<file path="config.mk">
export PLATFORM = sky130hd
export DESIGN_NAME = fifo_rd_adapter
export DESIGN_NICKNAME = d
export VERILOG_FILES = /design/src/rtl/fifo_rd_adapter.sv
export SDC_FILE = /design/constraint.sdc
export NUM_CORES = 1
export LEC_CHECK = 0
export CAP_MARGIN = 20
export CORE_UTILIZATION = 30
export DETAILED_ROUTE_END_ITERATION = 16
export PLACE_DENSITY = 0.58
export SLEW_MARGIN = 15
export SYNTH_ARGS = -nofsm -noshare
export SYNTH_HDL_FRONTEND = slang
export SYNTH_SLANG_ARGS = --single-unit
</file>
<file path="constraint.sdc">
create_clock -name clock -period 6.3 [get_ports clock]
set_clock_uncertainty 0.15 [all_clocks]
set_input_delay 1.26 -clock clock [delete_from_list [all_inputs] [get_ports clock]]
set_output_delay 1.26 -clock clock [all_outputs]
set_load 0.05 [all_outputs]
</file>
<file path="src/rtl/fifo_rd_adapter.sv">
// Read-side adapter for a non-showahead, output-registered FIFO: issues credit-limited dequeues,
// tracks reads over the fixed FIFO read latency and presents returned words as a valid/ready stream.
module fifo_rd_adapter #(
  parameter int DATA_WIDTH = 32,
  parameter int RD_LATENCY = 2
) (
  input  logic                  clock,
  input  logic                  reset,
  input  logic [DATA_WIDTH-1:0] i_fifo_data,
  input  logic                  i_fifo_empty,
  output logic                  o_fifo_deq,
  output logic [DATA_WIDTH-1:0] o_data,
  output logic                  o_valid,
  input  logic                  i_ready
);

  localparam int SKID_DEPTH = RD_LATENCY + 1;
  localparam int PW = $clog2(SKID_DEPTH);
  localparam int CW = $clog2(SKID_DEPTH + RD_LATENCY + 1);

  logic [RD_LATENCY-1:0] inflight;
  logic [DATA_WIDTH-1:0] skid_mem [SKID_DEPTH];
  logic [PW-1:0]         wr_ptr;
  logic [PW-1:0]         rd_ptr;
  logic [CW-1:0]         occupancy;
  logic [CW-1:0]         inflight_count;
  logic [CW-1:0]         credit_used;
  logic                  land;
  logic                  pop;

  function automatic logic [PW-1:0] next_ptr(input logic [PW-1:0] p);
    return (p == PW'(SKID_DEPTH - 1)) ? '0 : p + 1'b1;
  endfunction

  // Every read already issued, including the one landing now, holds a slot in the skid buffer,
  // so the buffer can never be asked to accept more words than it has entries.
  always_comb begin
    inflight_count = '0;
    for (int k = 0; k < RD_LATENCY; k++) begin
      inflight_count = inflight_count + CW'(inflight[k]);
    end
    land        = inflight[RD_LATENCY-1];
    pop         = o_valid & i_ready;
    credit_used = occupancy + inflight_count - CW'(pop);
    o_fifo_deq  = !reset && !i_fifo_empty && (credit_used < CW'(SKID_DEPTH));
  end

  assign o_valid = (occupancy != '0);
  assign o_data  = skid_mem[rd_ptr];

  always_ff @(posedge clock) begin
    if (reset) begin
      inflight  <= '0;
      wr_ptr    <= '0;
      rd_ptr    <= '0;
      occupancy <= '0;
      for (int k = 0; k < SKID_DEPTH; k++) begin
        skid_mem[k] <= '0;
      end
    end else begin
      inflight[0] <= o_fifo_deq;
      for (int k = 1; k < RD_LATENCY; k++) begin
        inflight[k] <= inflight[k-1];
      end
      if (land) begin
        skid_mem[wr_ptr] <= i_fifo_data;
        wr_ptr           <= next_ptr(wr_ptr);
      end
      if (pop) begin
        rd_ptr <= next_ptr(rd_ptr);
      end
      occupancy <= occupancy + CW'(land) - CW'(pop);
    end
  end

  no_capture_when_full: assert property (@(posedge clock) disable iff (reset)
    !(land && (occupancy == CW'(SKID_DEPTH))));

  no_deq_when_empty: assert property (@(posedge clock) disable iff (reset)
    !(o_fifo_deq && i_fifo_empty));

endmodule
</file>
==> results.toml <==
[critical_path]
cp_cell_sequence = "clkdlybuf4s50_1 -> o31a_2 -> ha_1 -> fa_1 -> inv_1 -> fa_1 -> xnor3_2 -> a2111oi_2 -> clkdlybuf4s50_1"
crit_arrival_ns = 4.28
cp-start-kind = "input pin"
required_ns = 4.89
cp-end-kind = "primary output"
cp_max_fo = 4
cpMaxStageDelayCell = "clkdlybuf4s50_1"
critPathKind = "in2out"
cpPeakStageDelay_ns = 0.86

[cts]
clock_latency_ns = 0.41
path_clk_slew_ns = 0.05
cts_hold_buffers = 0
h-tree-depth = 4
cts_buffers = 17
cts.repair.resized = 0
root_buffer = "clkbuf_16"
clock_sinks = 139
clockBufferDepth = 2
cts_setup_buffers = 0
cts_tree = "done"

[synthesis]
synthCells = 329
synth_nets = 371
synth_cell_type_count = 30
yosysWarnings = 0
synth_area_sq_mm = 0.00588
ys_ff_latch = 139
syn_avg_cell_area_sq_um = 17.9
yosysSeqAreaShare_pct = 69.1

[global_route]
grt_first_pass_wirelength_mm = 18.4
grt_use_total_pct = 12.8
overflow = 0
grt_max_degree = 34
antenna_found_initial = 1
grt_pass1_vias = 3352

[finish]
area_growth_pct = 26.0
stdcell_area_sq_mm = 0.00741
fin_nets = 443
drive_above_1_share_pct = 19.3
antenna_cells = 0
final_util_pct = 39.1

[pwr]
peakVddDrop_uv = 186
p_leak_nw = 2.55
power_density_mw_per_mm2 = 392

[routing]
viasPerCell = 4.41
drt_iter0_markers = 155
vias = 2969
drc = 0
wl_mm = 11.8
dr.pass1.iters = 4
final_antenna_net_count = 0
post_drt_wl_per_cell_microns = 17.5

[sta]
relSlewSlack_pct = 35.6
tns_ns = 0
slew_violations = 0
rsz0062_at_grt = "no"
min_period_over_period_pct = 90.3
whs_ns = 0.317
fmax_ghz = 0.176
hold_viol = 0
setup_slack_ns = 0.614
setup_violations = 0
worstMarginPinSlew_ns = 0.966
fin_crit_ns = 5.69

[die]
dieArea_sq_mm = 0.0202
ios = 70
placementRows = 50
start_util_pct = 31.0
die_y_microns = 142
fp.dieW_microns = 142
core_sq_mm = 0.0190

[run_status]
status = "completed"

[min_path]
hp-class = "reg2reg"

[placement]
pre_cts_slack_ns = 0.598
place.gp.congestion = 0.663
io_buffer_count = 69
postPlaceCellArea_sq_mm = 0.00683
place_hpwl_mm = 6.71

[run]
cap_violations = 0
==> final timing paths <==
kind | startpoint | end | slack, ns | cells past startpoint
min | inflight[0] | inflight[1] | 0.32 | 2
max | i_ready | o_fifo_deq | 0.61 | 9
min reg2reg | inflight[0] | inflight[1] | 0.32 | 2
max reg2reg | inflight[1] | skid_mem[2][8] | 3.60 | 2
==> area by class of cell <==
class                   instances  area (sq um)
well taps                     260           325
clock buffers                  19           433
clock inverters                13           151
flip-flops and latches        139          4070
inverters                       9          33.8
fillers                      1745         11500
repair buffers                 71           706
multi-input cells             163          1700
==> cells in the final DEF (no fill, tap or decap), types with 3 or more instances in the layout <==
cell,count
and2_1,96
bufinv_16,3
clkbuf_16,17
clkdlybuf4s50_1,69
clkinv_2,3
clkinvlp_4,4
dfxtp_1,9
edfxtp_1,128
fa_1,3
ha_1,3
inv_1,9
mux4_2,32
nand2b_1,3
nor2_1,3
or2_2,3
==> synth_stat cells (all sizes together) <==
library cell,instances,area (sq um)
o31a,1,10.0
and4bb,2,25.0
or2,3,18.8
nor3,1,5.00
or3,1,7.51
nand2b,3,18.8
nor2,3,11.3
nor2b,2,12.5
clkbuf,10,45.0
or3b,2,17.5
buf,8,43.8
a21oi,2,10.0
and4b,1,10.0
inv,9,33.8
dfxtp,11,220
mux2,1,11.3
xnor3,2,50.1
edfxtp,128,3840
a2111oi,2,30.0
fa,3,60.1
nand3b,1,7.51
ha,3,37.5
and2,96,601
nor4b,1,23.8
mux2i,1,10.0
mux4,32,721
==> flip-flops by register name (all words and copies together) (netlist names), named ones only <==
| signal | count |
|---|---|
| rd_ptr | 2 |
| inflight | 2 |
| wr_ptr | 2 |
| occupancy | 3 |
| skid_mem | 128 |
==> metal layers <==
metal	share of wire (%)	vias to the layer above	global-route usage [%]
met4	1.2	0	4.92
met5	0	-	0
li1	-	1378	-
met2	51	54	22.0
met3	4.7	12	3.67
met1	43	1525	14.9
==> critical path: cells and delay by family <==
kind / cells / cell delay, ns
adder cells (fa/ha/maj): 3 / 0.79
XOR/XNOR: 1 / 0.27
AO/OA/AOI/OAI: 2 / 0.54
buffers and inverters: 3 / 1.40
==> power breakdown <==
part | switching, mW | internal [mW]
clock network | 0.365 | 0.617
logic | 0.457 | 0.342
registers | 0.0597 | 1.07
total | 0.882 | 2.03
==> logic make-up (layout without fill, tap and decap cells) <==
| logic type | count (synthesis) | in the layout | synth area share [%] |
|---|---|---|---|
| flops | 139 | 139 | 69.1 |
| xor+xnor | 2 | 2 | 0.851 |
| fa+ha+maj | 6 | 6 | 1.66 |
| simple gates | 116 | 116 | 12.9 |
| mux | 34 | 34 | 12.6 |
| compound gates | 5 | 5 | 0.851 |
| buf+inv | 27 | 112 | 2.08 |
==> through the flow <==
stage          cells  power (mW)
2_1_floorplan    329        1.71
3_3_place_gp     642        1.95
3_5_place_dp     642        1.96
4_1_cts          674        2.95
5_1_grt          674        3.02
6_report         674        2.91
(Power assumes the default switching activity.)
